$ cat config.mk
export PLATFORM = sky130hd
export DESIGN_NAME = traffic_controller_param
export DESIGN_NICKNAME = d
export VERILOG_FILES = /design/src/rtl/traffic_controller_param_pkg.sv /design/src/rtl/rr_demand_picker.sv /design/src/rtl/traffic_controller_param.sv
export SDC_FILE = /design/constraint.sdc
export NUM_CORES = 1
export LEC_CHECK = 0
export CAP_MARGIN = 20
export CORE_AREA = 2 2 51 53
export CTS_CLUSTER_DIAMETER = 200
export DETAILED_ROUTE_END_ITERATION = 8
export DIE_AREA = 0 0 53 55
export HOLD_SLACK_MARGIN = 0.06
export MAX_ROUTING_LAYER = met4
export PLACE_DENSITY = 0.79
export SLEW_MARGIN = 5
export SYNTH_ARGS = -nofsm -noshare
export SYNTH_HDL_FRONTEND = slang
export SYNTH_SLANG_ARGS = --single-unit
$ cat constraint.sdc
create_clock -name clk -period 4.7 [get_ports clk]
set_input_delay 0.94 -clock clk [delete_from_list [all_inputs] [get_ports clk]]
set_output_delay 0.94 -clock clk [all_outputs]
set_load 0.005 [all_outputs]
$ cat src/rtl/traffic_controller_param_pkg.sv
// rtl/traffic_controller_param_pkg.sv - phase encoding, lamp constants and helpers for the traffic controller
package traffic_pkg;

    typedef enum logic [1:0] {
        ALL_RED = 2'b00,
        GREEN   = 2'b01,
        YELLOW  = 2'b10
    } phase_e;

    localparam logic [2:0] LAMP_RED = 3'b100;
    localparam logic [2:0] LAMP_YEL = 3'b010;
    localparam logic [2:0] LAMP_GRN = 3'b001;

    function automatic int max3(input int a, input int b, input int c);
        int m;
        m = (a > b) ? a : b;
        return (m > c) ? m : c;
    endfunction

    function automatic logic [2:0] lamp_slice(input phase_e ph, input logic is_active);
        logic [2:0] s;
        s = LAMP_RED;
        if (is_active && ph == GREEN)  s = LAMP_GRN;
        if (is_active && ph == YELLOW) s = LAMP_YEL;
        return s;
    endfunction

endpackage

$ cat src/rtl/rr_demand_picker.sv
// rtl/rr_demand_picker.sv - chooses the next approach: valid emergency first, else round-robin demand scan
module rr_demand_picker #(
    parameter int N_APPR = 4,
    parameter int IW     = $clog2(N_APPR)
) (
    input  logic [N_APPR-1:0] req,
    input  logic [IW-1:0]     active_id,
    input  logic              emerg_valid,
    input  logic [IW-1:0]     emerg_id,
    output logic              emerg_ok,
    output logic [IW-1:0]     sel,
    output logic              other_req
);

    logic [IW-1:0] scan_sel;
    logic [IW-1:0] cand;

    always_comb begin
        emerg_ok  = emerg_valid && (32'(emerg_id) < N_APPR);
        other_req = |(req & ~(N_APPR'(1) << active_id));
        scan_sel  = IW'((int'(active_id) + 1) % N_APPR);
        cand      = '0;
        // Walk from farthest to nearest so the nearest requester wins; the current approach is k=N_APPR.
        for (int k = N_APPR; k >= 1; k--) begin
            cand = IW'((int'(active_id) + k) % N_APPR);
            if (req[cand]) scan_sel = cand;
        end
        sel = emerg_ok ? emerg_id : scan_sel;
    end

endmodule

$ cat src/rtl/traffic_controller_param.sv
// rtl/traffic_controller_param.sv - N-approach traffic light controller with demand extension and emergency preemption
module traffic_controller_param
    import traffic_pkg::*;
#(
    parameter int N_APPR    = 4,
    parameter int GREEN_MIN = 8,
    parameter int GREEN_MAX = 16,
    parameter int YEL_T     = 3,
    parameter int AR_T      = 2
) (
    input  logic                       clk,
    input  logic                       rst,
    input  logic [N_APPR-1:0]          req,
    input  logic                       emerg_valid,
    input  logic [$clog2(N_APPR)-1:0]  emerg_id,
    output logic [3*N_APPR-1:0]        lights,
    output logic [$clog2(N_APPR)-1:0]  active_id,
    output logic [1:0]                 phase
);

    localparam int IW = $clog2(N_APPR);
    // Timer is wide enough for the longest interval so yellow/all-red never hit saturation early.
    localparam int TW = $clog2(max3(GREEN_MAX, YEL_T, AR_T) + 1);

    phase_e              state_q, state_d;
    logic [TW-1:0]       timer_q, timer_d;
    logic [IW-1:0]       active_q, active_d;
    logic [3*N_APPR-1:0] lights_q, lights_d;

    logic          emerg_ok;
    logic [IW-1:0] sel;
    logic          other_req;
    int            t_next;

    rr_demand_picker #(
        .N_APPR (N_APPR),
        .IW     (IW)
    ) u_picker (
        .req         (req),
        .active_id   (active_q),
        .emerg_valid (emerg_valid),
        .emerg_id    (emerg_id),
        .emerg_ok    (emerg_ok),
        .sel         (sel),
        .other_req   (other_req)
    );

    always_ff @(posedge clk) begin
        if (rst) begin
            state_q  <= ALL_RED;
            timer_q  <= '0;
            active_q <= IW'(N_APPR - 1);
            lights_q <= {N_APPR{LAMP_RED}};
        end else begin
            state_q  <= state_d;
            timer_q  <= timer_d;
            active_q <= active_d;
            lights_q <= lights_d;
        end
    end

    always_comb begin
        state_d  = state_q;
        active_d = active_q;
        timer_d  = (timer_q == '1) ? timer_q : timer_q + 1'b1;
        t_next   = int'(timer_q) + 1;
        case (state_q)
            ALL_RED: begin
                if (t_next >= AR_T) begin
                    state_d  = GREEN;
                    active_d = sel;
                    timer_d  = '0;
                end
            end
            GREEN: begin
                if (emerg_ok) begin
                    if (emerg_id != active_q) begin
                        state_d = YELLOW;
                        timer_d = '0;
                    end
                end else if ((t_next >= GREEN_MIN && other_req) || t_next >= GREEN_MAX) begin
                    state_d = YELLOW;
                    timer_d = '0;
                end
            end
            YELLOW: begin
                if (t_next >= YEL_T) begin
                    state_d = ALL_RED;
                    timer_d = '0;
                end
            end
            default: begin
                state_d = ALL_RED;
                timer_d = '0;
            end
        endcase
    end

    always_comb begin
        lights_d = '0;
        for (int i = 0; i < N_APPR; i++) begin
            lights_d[3*i +: 3] = lamp_slice(state_d, active_d == IW'(i));
        end
    end

    assign lights    = lights_q;
    assign active_id = active_q;
    assign phase     = state_q;

endmodule
==> results.yml, run 1 <==
floorplan:
  start_util_pct: 49.9
  fp-row-count: 18
  die_x_um: 53
  coreArea_mm2: 0.00236
  die_y_um: 55
  dieArea_mm2: 0.00292
  ios: 25
clock_tree:
  cts_buffers: 3
  clk_path_buf_depth: 2
  ctsHoldBuffers: 0
  cts_resized: 0
  path_clk_slew_ns: 0.12
  cts.sink_count: 21
  h-tree-depth: 1
  cts_root_buf: "clkbuf_4"
  post_cts_buffers: 0
  cts_tree: "yes"
  clk_latency_ns: 0.30
synth:
  seq_area_frac_synth_pct: 35.6
  synth-seq-cells: 21
  synthSimpleGateAreaFrac_pct: 27.1
  ys_types: 45
  synth_edf_count: 0
  synth_top_family_by_area: "simple AND/OR/NAND/NOR gates"
  synth_xor_area_share_pct: 4.45
  synth-compound-area-share_pct: 13.5
  synth_area_mm2: 0.00118
  synthArstFlopShare_pct: 0
  synthAdderAreaFrac_pct: 9.54
  synth_cells: 129
  syn_avg_cell_area_um2: 9.15
  synth_warnings: 0
  synth_ff_type: "dfxtp_1"
  synth_nets: 147
  synth_mux_area_share_pct: 5.41
timing:
  finClkSkew_ns: 0.00543
  maxSlewViolCount: 0
  max_freq_mhz: 323
  setup_viol: 0
  fin_setup_tns_ns: 0
  worst_pin_slew_ns: 0.758
  min_period_ns: 3.10
  relSlewSlack_pct: 48.1
  rsz0062_at_grt: "no"
  hold_viol: 0
  final.period_utilization_pct: 65.9
  hold_slack_ns: 0.615
route:
  top_layer: "met4"
  via_per_inst: 5.17
  firstDrtPassIters: 4
  ant_nets: 0
  wirelength_um: 2350
  vias: 957
  wl_met3_um: 85
  wl_met2_um: 1150
  wl_per_cell_um: 12.7
  drt_iter0_markers: 12
  drc: 0
  wl_met1_um: 1090
hold_path:
  whs_endpoint: "timer_q[1]"
  hp-class: "reg2reg"
  hp-start: "timer_q[1]"
  worstHoldPathCells: 2
power:
  cellLeakagePower_nw: 0.601
  p_comb_share_pct: 52.9
  total_power_mw: 0.730
  netSwitchingPower_mw: 0.287
  swShare_pct: 39.3
  pwr_density_cell_mw_per_mm2: 495
  pwr-share-clk_pct: 11.9
  seqPwrFrac_pct: 35.2
  intPower_mw: 0.443
  ir_drop_mv: 0.353
setup_path:
  crit_required_ns: 4.94
  critPathArrivalTime_ns: 3.34
  reg2reg_to: "lights[1]"
  cp-end-kind: "flop"
  crit_type: "reg2reg"
  r2r_slack_ns: 1.60
  reg2reg_from: "timer_q[0]"
  startpoint_type: "flop"
  ff2ff_path_depth: 8
  crit_path_max_fanout: 8
cells_and_area:
  stdcell_count: 185
  n_antenna_cell: 0
  final_util_pct: 62.4
  syn_to_final_growth_pct: 25.0
  nNetsFinal: 174
  drive_above_1_share_pct: 12.9
global_routing:
  grt_overflow_total: 0
  antenna_found_initial: 0
  grt_first_pass_wirelength_um: 3940
  grt_util_all_layers_pct: 18.7
  grt_max_degree: 14
  grt_pass1_vias: 892
placement:
  io_buffers: 24
  place_inst: 181
  place_congestion: 0.812
  hpwl_um: 1880
run_status:
  status: "complete, no violations"
job:
  maxCapViolCount: 0
stage by stage:
step / instance area, um2 / setup WS, ns
6_report: 1480 / 1.60
5_1_grt: 1480 / 1.31
4_1_cts: 1480 / 1.60
3_5_place_dp: 1450 / 1.63
3_3_place_gp: 1450 / 1.64
2_1_floorplan: 1180 / 1.96
placed cells by master (no fill, tap or decap), types with 2 or more instances in the layout:
cell / Yosys / layout
and2_1: 2 / 2
nor2_2: 5 / 5
clkdlybuf4s50_1: 0 / 24
o21ai_0: 2 / 2
nor3_1: 3 / 3
nand2_1: 4 / 4
clkbuf_4: 0 / 3
xor2_1: 3 / 3
nand3b_1: 2 / 2
ha_1: 9 / 9
xnor2_1: 3 / 3
a21oi_1: 4 / 4
nor3b_1: 3 / 3
nor2_1: 10 / 10
nand3_1: 2 / 2
mux2_2: 2 / 2
nand2b_1: 5 / 5
o211ai_1: 2 / 2
nor2b_1: 7 / 7
or2b_2: 2 / 2
dfxtp_1: 21 / 21
mux2i_1: 3 / 3
inv_1: 10 / 10
registers in the layout (all words and copies together), names as in the netlist:
name and flops:
lights 12, timer_q 5, active_id 2, phase 2
power groups by stage:
| stage | logic [mW] | clock network [mW] | registers [mW] |
|---|---|---|---|
| 5_1_grt | 0.431 | 0.0969 | 0.264 |
| 4_1_cts | 0.387 | 0.0896 | 0.257 |
| 6_report | 0.386 | 0.0867 | 0.257 |
| 3_5_place_dp | 0.386 | 0 | 0.262 |
| 3_3_place_gp | 0.372 | 0 | 0.258 |
| 2_1_floorplan | 0.273 | 0 | 0.251 |
cell type report:
cell class	instances	area [um2]
Clock inverter	1	5.00
Clock buffer	3	22.5
Tap cell	30	37.5
Sequential cell	21	420
Fill cell	217	890
Multi-Input combinational cell	95	708
Timing Repair Buffer	24	240
Inverter	11	41.3
how the worst max path moves through the flow:
stage | slack, ns | cells past startpoint | to | start
6_report | 1.60 | 8 | lights[1] | timer_q[0]
5_1_grt | 1.31 | 8 | lights[1] | timer_q[0]
4_1_cts | 1.60 | 8 | lights[1] | timer_q[0]
3_5_place_dp | 1.63 | 7 | lights[7] | req[3]
3_3_place_gp | 1.64 | 6 | lights[7] | req[0]
2_1_floorplan | 1.96 | 8 | lights[1] | timer_q[0]
critical path: stages (launching register included):
cell	delay [ns]
dfxtp_1	0.45
ha_1	0.25
nand3_2	0.11
ha_1	0.35
or4_4	0.56
o221ai_2	0.28
mux2i_1	0.57
clkinv_1	0.25
nor3b_1	0.21
synth_stat cells (all sizes together), types with 2 or more instances:
cell type  count  area, um2
nand3          3       20.0
nor2          15       68.8
a21oi          4       20.0
buf            2       10.0
o22ai          2       18.8
xnor2          3       26.3
and3           2       17.5
dfxtp         21        420
nor2b          7       43.8
mux2i          3       30.0
mux2           3       33.8
xor2           3       26.3
inv           10       37.5
or2b           2       17.5
nand2          4       15.0
nand3b         2       15.0
ha             9        113
o21ai          3       15.0
nand2b         5       31.3
nor3           3       15.0
and2           2       12.5
nor3b          3       22.5
o211ai         2       15.0
cells by family (layout without fill, tap and decap cells):
family,Yosys count,in the layout
flops,21,21
xor+xnor,6,6
buf+inv,13,39
compound gates,21,21
simple gates,53,53
fa+ha+maj,9,9
mux,6,6
metal layers:
layer | GRT usage (%) | vias to the layer above
met2 | 31.7 | 15
met5 | - | -
met4 | 3.85 | 0
met1 | 23.4 | 441
met3 | 3.49 | 4
li1 | - | 497
(Power assumes the default switching activity.)
==> run 2, diff against run 1 <==
- CORE_AREA: 2 2 51 53 -> 2 2 52 54
- DIE_AREA: 0 0 53 55 -> 0 0 54 56
- PLACE_DENSITY: 0.79 -> 0.76
- clock period: 4.7 -> 3.1 ns (I/O delays scaled with it)
==> results.yml, run 2 (synthesis results as in run 1) <==
cells_and_area:
  final_util_pct: 61.3
  n_antenna_cell: 0
  drive_above_1_share_pct: 14.0
  layout.cells.most_common: "clkdlybuf4s50_1"
  layout_common_cells: "clkdlybuf4s50_1 (24), dfxtp_1 (21), inv_1 (10), nor2_1 (10), ha_1 (9)"
  syn_to_final_growth_pct: 26.3
  fillers: 223
  stdcell_count: 187
  largest_reg_flops: 12
  nNetsFinal: 176
route:
  firstDrtPassIters: 6
  ant_nets: 0
  wirelength_um: 2320
  drt_iter0_markers: 16
  via_per_inst: 5.21
  vias: 974
  drc: 0
  wl_per_cell_um: 12.4
global_routing:
  grt_util_all_layers_pct: 17.8
  grt_overflow_total: 0
  grt_max_degree: 14
  antenna_found_initial: 0
  grt_pass1_vias: 950
  grt_first_pass_wirelength_um: 4080
placement:
  hpwl_um: 1830
  place_inst: 183
  io_buffers: 24
  place_congestion: 0.855
timing:
  final.period_utilization_pct: 88.9
  worst_pin_slew_ns: 0.437
  min_period_ns: 2.75
  maxSlewViolCount: 0
  fin_setup_tns_ns: 0
  max_freq_mhz: 363
  rsz0062_at_grt: "no"
  hold_viol: 0
  relSlewSlack_pct: 70.1
  hold_slack_ns: 0.620
  setup_viol: 0
  finClkSkew_ns: 0.00641
setup_path:
  crit_type: "reg2reg"
  cp-end-kind: "flop"
  ff2ff_path_depth: 8
  reg2reg_to: "lights[7]"
  crit_path_max_fanout: 13
  reg2reg_from: "timer_q[0]"
  startpoint_type: "flop"
  crit_start: "timer_q[0]"
  critPathArrivalTime_ns: 2.98
  r2r_slack_ns: 0.35
  crit_required_ns: 3.32
power:
  cellLeakagePower_nw: 0.612
  ir_drop_mv: 0.452
  pwr_density_cell_mw_per_mm2: 746
clock_tree:
  cts.sink_count: 21
  ctsHoldBuffers: 0
  cts_resized: 0
  cts_tree: "yes"
  cts_buffers: 3
  clk_path_buf_depth: 2
  cts_root_buf: "clkbuf_4"
  path_clk_slew_ns: 0.12
  clk_latency_ns: 0.29
  h-tree-depth: 1
  post_cts_buffers: 0
floorplan:
  coreArea_mm2: 0.00243
  die_x_um: 54
  ios: 25
  fp-row-count: 18
  die_y_um: 56
  dieArea_mm2: 0.00302
  start_util_pct: 48.5
hold_path:
  worstHoldPathCells: 2
  hp-class: "reg2reg"
  hp-start: "timer_q[1]"
  whs_endpoint: "timer_q[1]"
run_status:
  status: "complete, no violations"
job:
  maxCapViolCount: 0
==> run 2: how the worst max path moves through the flow <==
stage | slack, ns | to
2_1_floorplan | 0.36 | lights[1]
3_3_place_gp | 0.44 | lights[1]
3_5_place_dp | 0.38 | lights[1]
4_1_cts | 0.34 | lights[1]
5_1_grt | 0.05 | lights[1]
6_report | 0.35 | lights[7]
==> run 2: worst max-delay path, cell delays in order (launching register included) <==
cell and delay, ns:
dfxtp_1 0.45, ha_1 0.25, nand3_2 0.11, ha_1 0.34
or4_4 0.56, o221ai_2 0.28, a21oi_1 0.08, o22ai_2 0.38
nor3b_1 0.23
==> run 2: cell type report <==
type                       count  area, um2  area share [%]
multi-input combinational     95        708            47.5
sequential                    21        420            28.2
timing repair buffer          26        255            17.1
inverter                      11       41.3            2.77
tap                           30       37.5            2.52
clock buffer                   3       22.5            1.51
clock inverter                 1       5.00           0.336
==> run 2: metrics by stage <==
| step | setup slack (ns) | power (mW) | area [um2] |
|---|---|---|---|
| after global routing | 0.0518 | 1.21 | 1490 |
| after CTS | 0.336 | 1.12 | 1490 |
| after detailed placement | 0.376 | 0.989 | 1460 |
| after floorplan | 0.361 | 0.795 | 1180 |
| final | 0.346 | 1.11 | 1490 |
| after global placement | 0.438 | 0.976 | 1460 |
==> run 2: metal layers <==
layer	wire length (um)	GRT usage [%]	vias to the layer above
li1	-	-	501
met1	1040	21.3	450
met2	1160	30.7	21
met3	100	4.03	2
met4	15	2.50	0
met5	0	-	-
==> run 2: power by group <==
part | switching [mW] | internal (mW) | total, mW
logic | 0.284 | 0.307 | 0.591
registers | 0.0624 | 0.331 | 0.393
clock network | 0.0801 | 0.0479 | 0.128
